**config.mk**
```make
export PLATFORM = sky130hd
export DESIGN_NAME = uart_key_rx
export DESIGN_NICKNAME = d
export VERILOG_FILES = /design/src/rtl/uart_pkg.sv /design/src/rtl/sync_2ff.sv /design/src/rtl/uart_key_rx.sv
export SDC_FILE = /design/constraint.sdc
export NUM_CORES = 1
export LEC_CHECK = 0
export ABC_AREA = 1
export CAP_MARGIN = 15
export CORE_UTILIZATION = 62
export CTS_CLUSTER_DIAMETER = 50
export CTS_CLUSTER_SIZE = 14
export DETAILED_ROUTE_END_ITERATION = 16
export PLACE_DENSITY_LB_ADDON = 0.3
export SLEW_MARGIN = 20
export SYNTH_ARGS = -nofsm -noshare
export SYNTH_HDL_FRONTEND = slang
export SYNTH_SLANG_ARGS = --single-unit
```
**constraint.sdc**
```tcl
create_clock -name clk -period 2.8 [get_ports clk]
set_input_delay 0.56 -clock clk [delete_from_list [all_inputs] [get_ports clk]]
set_output_delay 0.56 -clock clk [all_outputs]
set_load 0.05 [all_outputs]
```
**src/rtl/uart_pkg.sv**
```systemverilog
// Shared definitions for the key-to-UART link (transmitter and receiver).
package uart_pkg;

    // Receiver / transmitter frame state encoding
    typedef enum logic [2:0] {
        IDLE  = 3'd0,
        START = 3'd1,
        DATA  = 3'd2,
        STOP  = 3'd3,
        BREAK = 3'd4
    } uart_state_t;

    localparam int DATA_BITS = 8;

    // One-hot key codes sent by the transmitter
    localparam logic [7:0] KEY0 = 8'h01;
    localparam logic [7:0] KEY1 = 8'h02;
    localparam logic [7:0] KEY2 = 8'h04;
    localparam logic [7:0] KEY3 = 8'h08;

    // A byte carries a key image only when its upper nibble is clear
    function automatic logic is_key_code(input logic [DATA_BITS-1:0] b);
        return (b[DATA_BITS-1:4] == '0);
    endfunction

endpackage

```
**src/rtl/sync_2ff.sv**
```systemverilog
// Two-flop synchronizer for a single asynchronous level; resets to 1 (line idle).
module sync_2ff (
    input  logic clk,
    input  logic rst,
    input  logic d,
    output logic q
);

    logic meta_reg;
    logic sync_reg;

    // Two back-to-back flops; the first may go metastable, the second settles it
    always_ff @(posedge clk or posedge rst) begin
        if (rst) begin
            meta_reg <= 1'b1;
            sync_reg <= 1'b1;
        end else begin
            meta_reg <= d;
            sync_reg <= meta_reg;
        end
    end

    assign q = sync_reg;

endmodule

```
**src/rtl/uart_key_rx.sv**
```systemverilog
// UART 8N1 receiver: single mid-bit sample per bit, start-glitch rejection,
// framing-error flag with break hold-off, and a registered 4-bit key image.
module uart_key_rx
    import uart_pkg::*;
#(
    parameter int CLK_FREQ     = 50_000_000,
    parameter int BAUD         = 9600,
    parameter int CLKS_PER_BIT = CLK_FREQ / BAUD
) (
    input  logic                 clk,
    input  logic                 rst,
    input  logic                 rx,
    output logic [DATA_BITS-1:0] rx_data,
    output logic                 rx_valid,
    output logic                 frame_err,
    output logic [3:0]           key_out,
    output logic                 busy
);

    localparam int CW = (CLKS_PER_BIT > 2) ? $clog2(CLKS_PER_BIT) : 1;
    localparam logic [CW-1:0] CNT_LAST = CW'(CLKS_PER_BIT - 1);
    localparam logic [CW-1:0] CNT_HALF = CW'(CLKS_PER_BIT / 2 - 1);
    localparam logic [2:0]    IDX_LAST = 3'(DATA_BITS - 1);

    logic                 rxs;
    uart_state_t          state_reg, state_next;
    logic [CW-1:0]        cnt_reg, cnt_next;
    logic [2:0]           idx_reg, idx_next;
    logic [DATA_BITS-1:0] shift_reg, shift_next;
    logic [DATA_BITS-1:0] rx_data_reg;
    logic                 rx_valid_reg;
    logic                 frame_err_reg;
    logic [3:0]           key_reg;
    logic                 load_ok;
    logic                 load_err;

    sync_2ff u_sync (
        .clk (clk),
        .rst (rst),
        .d   (rx),
        .q   (rxs)
    );

    // State register
    always_ff @(posedge clk or posedge rst) begin
        if (rst) begin
            state_reg <= IDLE;
        end else begin
            state_reg <= state_next;
        end
    end

    // Next-state and datapath-next logic; all decisions use the synchronized line
    always_comb begin
        state_next = state_reg;
        cnt_next   = cnt_reg + 1'b1;
        idx_next   = idx_reg;
        shift_next = shift_reg;
        load_ok    = 1'b0;
        load_err   = 1'b0;
        unique case (state_reg)
            IDLE: begin
                cnt_next = '0;
                if (!rxs) begin
                    state_next = START;
                end
            end
            START: begin
                // Half a bit in: a line that is high again was only a glitch
                if (cnt_reg == CNT_HALF) begin
                    cnt_next   = '0;
                    idx_next   = '0;
                    state_next = rxs ? IDLE : DATA;
                end
            end
            DATA: begin
                if (cnt_reg == CNT_LAST) begin
                    cnt_next   = '0;
                    shift_next = {rxs, shift_reg[DATA_BITS-1:1]};
                    if (idx_reg == IDX_LAST) begin
                        state_next = STOP;
                    end else begin
                        idx_next = idx_reg + 3'd1;
                    end
                end
            end
            STOP: begin
                // Leaves half a bit early so an immediate next start bit is caught
                if (cnt_reg == CNT_LAST) begin
                    cnt_next = '0;
                    if (rxs) begin
                        load_ok    = 1'b1;
                        state_next = IDLE;
                    end else begin
                        load_err   = 1'b1;
                        state_next = BREAK;
                    end
                end
            end
            BREAK: begin
                // Held-low line must return high before a new start is accepted
                cnt_next = '0;
                if (rxs) begin
                    state_next = IDLE;
                end
            end
            default: begin
                cnt_next   = '0;
                state_next = IDLE;
            end
        endcase
    end

    // Datapath registers: bit timing, shift register, result and key image
    always_ff @(posedge clk or posedge rst) begin
        if (rst) begin
            cnt_reg       <= '0;
            idx_reg       <= '0;
            shift_reg     <= '0;
            rx_data_reg   <= '0;
            rx_valid_reg  <= 1'b0;
            frame_err_reg <= 1'b0;
            key_reg       <= 4'b0000;
        end else begin
            cnt_reg       <= cnt_next;
            idx_reg       <= idx_next;
            shift_reg     <= shift_next;
            rx_valid_reg  <= load_ok;
            frame_err_reg <= load_err;
            if (load_ok) begin
                rx_data_reg <= shift_reg;
                if (is_key_code(shift_reg)) begin
                    key_reg <= shift_reg[3:0];
                end
            end
        end
    end

    // Output decode
    always_comb begin
        busy      = (state_reg != IDLE);
        rx_data   = rx_data_reg;
        rx_valid  = rx_valid_reg;
        frame_err = frame_err_reg;
        key_out   = key_reg;
    end

endmodule

```
# [Yosys cells after proc, flatten, opt, wreduce, memory -nomap -nowiden]
# Cells that the tools add are included.
[classes] addsub=2 n_eq_ne=14 muxes=22 reduce_logical=9
[op_table] op="$mux 3" count=10
[op_table] op="$mux 13" count=2
[op_table] op="$pmux 13 s2" count=1
[op_table] op="$pmux 3 s5" count=1
[op_table] op="$add 13x1->13 const B" count=1
[op_table] op="$eq 13x12->1 const B" count=1
[op_table] op="$eq 13x13->1 const B" count=1
[op_table] op="$ne 2x2->1 const B" count=6
[op_table] op="$eq 3x2->1 const B" count=2
[op_table] op="$eq 3x3->1 const B" count=2
[op_table] op="$mux 1" count=6
[op_table] op="$pmux 3 s2" count=1
[op_table] op="$reduce_and 6->1" count=1
[op_table] op="$logic_not 4->1" count=1
[op_table] op="$reduce_and 2->1" count=2
[op_table] op="$reduce_and 4->1" count=1
[op_table] op="$add 3x1->3 const B" count=1
[op_table] op="$eq 3x1->1 const B" count=1
[op_table] op="$logic_not 3->1" count=1
[op_table] op="$reduce_bool 3->1" count=1
[op_table] op="$mux 2" count=1
[op_table] op="$ne 2x1->1 const B" count=1
[op_table] op="$reduce_bool 2->1" count=1
[op_table] op="$reduce_or 2->1" count=1
[word_totals] ff_bits=43 inputBits=3 output_inout_bits=15

# [Longest topological paths before layout]
[logic_depth] ltp_word=4 mapped_depth=9 depth_no_buf=9

# [Hierarchy]
# From an unflattened synthesis, not the netlist that was laid out.
[unflattened] hier_cells=263 area_unflattened_um2=2188.3
[modules_own_cells] mod="uart_key_rx" instances=1 cells_each=260 area_per_inst_um2=2132.0 seq_area_each_um2=1026.0
[modules_own_cells] mod="sync_2ff" instances=1 cells_each=3 area_per_inst_um2=56.3 seq_area_each_um2=52.6

# [Worst setup path after synthesis]
# No wires, ideal clock.
[synth_timing] kind="register to register" startpoint="reg cnt_reg[0]" endpoint="reg cnt_reg[7]" arrival_ps=1306 slack_ps=1373 stages_incl_launch_ff=10 path_buffers=1 cell_sequence="dfrtp_1 ha_1 nand2_1 nor2_2 nand3_4 nand2_4 nand2_4 inv_4 buf_12 nor2_2"
[synth_via] elab_chain_cells=3 word_cells_on_any_way=6 cone_classes="add/sub: 1; eq/ne: 2; mux: 3"
[synth_rtl] item="start, declared" line="uart_key_rx.sv:27" rtl="logic [CW-1:0] cnt_reg, cnt_next;"
[synth_rtl] item="start signal, assigned" line="uart_key_rx.sv:125" rtl="cnt_reg <= cnt_next;"
[synth_rtl] item="$add 13x1->13, or another cell as far along" line="uart_key_rx.sv:56" rtl="cnt_next = cnt_reg + 1'b1;"
[synth_rtl] item="$mux 13 (on tied branches)" line="uart_key_rx.sv:77, uart_key_rx.sv:89, uart_key_rx.sv:70"
[synth_rtl] item="$pmux 13 s2 (*)" line="uart_key_rx.sv:61" rtl="unique case (state_reg)"
[synth_rtl] item="named net cnt_next[7]" line="uart_key_rx.sv:27"
# Mark *: on every way through the listed nets, which the timed path passes. The rest lies on a longest branch.
# A chain may end at the register's enable or synchronous reset.

# [Worst setup path in the final report]
[layout_timing] startpoint="reg state_reg[0]" endpoint="out busy"
[layout_via] elab_chain_cells=1
[layout_rtl] item="start, declared" line="uart_key_rx.sv:26" rtl="uart_state_t state_reg, state_next;"
[layout_rtl] item="start signal, assigned" line="uart_key_rx.sv:49" rtl="state_reg <= state_next;"
[layout_rtl] item="$reduce_bool 3->1" line="uart_key_rx.sv:141" rtl="busy = (state_reg != IDLE);"
[layout_rtl] item="end, declared" line="uart_key_rx.sv:17" rtl="output logic busy"
# Every way passes these cells.

==> flow_summary.ini <==
[synthesis]
ys_warn_count = 0
synthDistinctLibCells = 24
synth_area_um2 = 2230
synth_sequential_area_ratio_pct = 48.4
syn_area_per_cell_um2 = 8.17
synth-seq-cells = 43
mapped_cells = 273
synth_fp_nets = 279

[worst_setup_path]
crit_path_start_kind = flip-flop
cp_cell_sequence = nor2_1, nand2_1, clkdlybuf4s50_1
critical-path-max-stage-delay_ns = 0.69
crit_path_end_kind = primary output
worst_ep_arrival_time_ns = 1.71
crit_path_max_fanout = 4
timing.setup.critical_path_class = reg2out
timing.critical_path.slowest_stage_cell = sky130_fd_sc_hd__clkdlybuf4s50_1
cp.required_ns = 2.24

[clocking]
postCtsSetupRepairBufs = 0
clk-insertion-delay-late_ns = 0.34
clkSlewWorstSetupHoldPaths_ns = 0.12
tritoncts = done
cts.sink_count = 43
ctsResizeCount = 0
cts-root-buf = sky130_fd_sc_hd__clkbuf_4
numCtsBuffers = 5
htree_num_levels = 2
clk_path_buf_depth = 2
cts_hold_repair.buffers = 0

[timing]
timing.fmax_ghz = 0.441
finalMaxSlewViolations = 0
rsz0062_at_grt = no
period_needed_ns = 2.27
setup_ws_ns = 0.531
period_share_pct = 81.0
finalClockSkew_ns = 0.0124
report.final.hold_viol_count = 0
final_setup_violations = 0
worst_pin_slew_ns = 0.512
fin_setup_tns_ns = 0
worst_slew_margin_rel_pct = 65.8
final.hold.worst_slack_ns = 0.364

[route]
drt-vias-per-instance = 5.23
post_drt_wl_per_cell_um = 12.2
drtAntennaViolNets = 0
drcViolationCount = 0
finalWirelength_um = 4180
drt_first_pass_iters = 4
detailedRoute.firstIterationViolations = 139
via_count = 1787

[place]
io_buffers = 17
post-place-ws_ns = 0.932
place.detailed.hpwl_um = 2910
globalplace.congestion = 0.868

[layout]
multiInputGateArea_um2 = 960
area_growth_pct = 13.2
final-seq-area_um2 = 1080
largest_register_ffs = 13
antenna-diode-count = 0
post_route_cells_drive_above_1_share_pct = 15.9
count_of_nets_after_finishing = 301
fillers = 237

[floorplan]
die_area_um2 = 3840
floorplan.die.height_um = 62.0
die_x_um = 62.0
effective_utilization_at_floorplan_pct = 65.8
floorplan.rows = 21
ios = 18
core_area_um2 = 3390

[grt]
grt_util_all_layers_pct = 24.8
antenna_violations_before_repair = 0
gr-total-overflow = 0
global_route_wire_length_before_repair_um = 6870
pin_count_of_the_biggest_net_entering_global_routing = 44
via_count_of_the_first_global_routing_pass = 1630

[power]
max-vdd-ir-drop_mv = 0.414
total_leakage_power_nw = 1.21
power.density_cell_area_nw_per_um2 = 443

[run]
cap_violations = 0

[status]
status = completed

[hold_path]
hold_path_class = reg2reg
==> per-stage QoR <==
step	instance area [um^2]	util, %	cells	total power, W
6_report	2520	74.5	342	0.00112
5_1_grt	2520	74.5	342	0.00115
4_1_cts	2520	74.5	342	0.00112
3_3_place_gp	2420	71.5	334	0.000655
2_1_floorplan	2230	-	273	0.000647
3_5_place_dp	2420	71.5	334	0.000655
==> path summary, 6_finish.rpt <==
kind / from / end / depth (start not counted) / slack (ns)
hold / removal: u_sync.meta_reg$_DFF_PP1_ / u_sync.q$_DFF_PP1_ / 0 / 0.36
setup reg to reg: cnt_reg[0]$_DFF_PP0_ / rx_data[6]$_DFFE_PP0P_ / 8 / 1.10
min in group asynchronous: rst / cnt_reg[5]$_DFF_PP0_ / 3 / 0.63
hold reg to reg: u_sync.meta_reg$_DFF_PP1_ / u_sync.q$_DFF_PP1_ / 0 / 0.36
setup / recovery: state_reg[0]$_DFFE_PP0P_ / busy / 3 / 0.53
max in group asynchronous: rst / u_sync.meta_reg$_DFF_PP1_ / 3 / 1.81
==> cell type report <==
cell class	instances	area share (%)
Clock buffer	6	1.64
Clock inverter	2	2.38
Inverter	39	5.90
Multi-Input combinational cell	188	38.0
Sequential cell	43	42.7
Tap cell	46	2.28
Timing Repair Buffer	18	7.04
==> cell usage in the layout (no fill, tap or decap), drive strengths merged <==
cell           synthesis  routed
nand2                 86      86
dfrtp                 41      41
nand3b                 1       1
clkbuf                 0       6
buf                    3       1
xor2                   4       4
nand4                 13      13
o21ai                 19      19
inv                   39      39
clkdlybuf4s50          0      17
bufinv                 0       2
nor2                  44      44
ha                     3       3
nor3                   4       4
dfstp                  2       2
nand3                 12      12
a21oi                  2       2
==> cell families after synthesis <==
family          share of synthesized area (%)
flops                                    48.4
buf+inv                                  8.59
fa+ha+maj                                1.68
simple gates                             33.6
xor+xnor                                 1.57
compound gates                           6.23
==> layer usage <==
metal / vias to the layer above / wire length, um / track usage [%]
li1: 898 / - / -
met1: 850 / 1880 / 31.5
met2: 33 / 2140 / 40.9
met3: 6 / 112 / 5.80
met4: 0 / 48 / 10.2
met5: - / 0 / 0
==> critical path, delay by kind of cell (launching register included) <==
family / cells / cell delay [ns]
DFF: 1 / 0.43
buffers and inverters: 1 / 0.69
and+or+nand+nor: 2 / 0.24
==> synth_stat cells <==
master / number / share of area [%]
sky130_fd_sc_hd__dfrtp_1: 41 / 46
sky130_fd_sc_hd__nand3_4: 1 / 0.79
sky130_fd_sc_hd__inv_2: 5 / 0.84
sky130_fd_sc_hd__nand2_1: 83 / 14
sky130_fd_sc_hd__nor2_1: 27 / 4.5
sky130_fd_sc_hd__buf_12: 1 / 0.90
sky130_fd_sc_hd__inv_4: 1 / 0.28
sky130_fd_sc_hd__nor2_8: 1 / 0.90
sky130_fd_sc_hd__xor2_1: 4 / 1.6
sky130_fd_sc_hd__buf_6: 2 / 1.0
sky130_fd_sc_hd__nand4_1: 13 / 3.6
sky130_fd_sc_hd__inv_1: 33 / 5.6
sky130_fd_sc_hd__nand2_2: 1 / 0.28
sky130_fd_sc_hd__o21ai_2: 9 / 3.5
sky130_fd_sc_hd__o21ai_0: 10 / 2.2
sky130_fd_sc_hd__nand3_2: 1 / 0.45
sky130_fd_sc_hd__a21oi_1: 2 / 0.45
sky130_fd_sc_hd__nor2_2: 16 / 4.5
sky130_fd_sc_hd__nand2_4: 2 / 1.0
sky130_fd_sc_hd__nor3_1: 4 / 0.90
sky130_fd_sc_hd__nand3b_1: 1 / 0.34
sky130_fd_sc_hd__ha_1: 3 / 1.7
sky130_fd_sc_hd__nand3_1: 10 / 2.2
sky130_fd_sc_hd__dfstp_2: 2 / 2.4
==> report_power, final <==
group          internal (W)  switching (W)  total (W)
registers          0.000624     0.00000210   0.000626
clock network      0.000279       0.000196   0.000475
logic            0.00000395      0.0000131  0.0000171
total              0.000906       0.000211    0.00112
No activity file was read; power rests on OpenSTA's default activity.
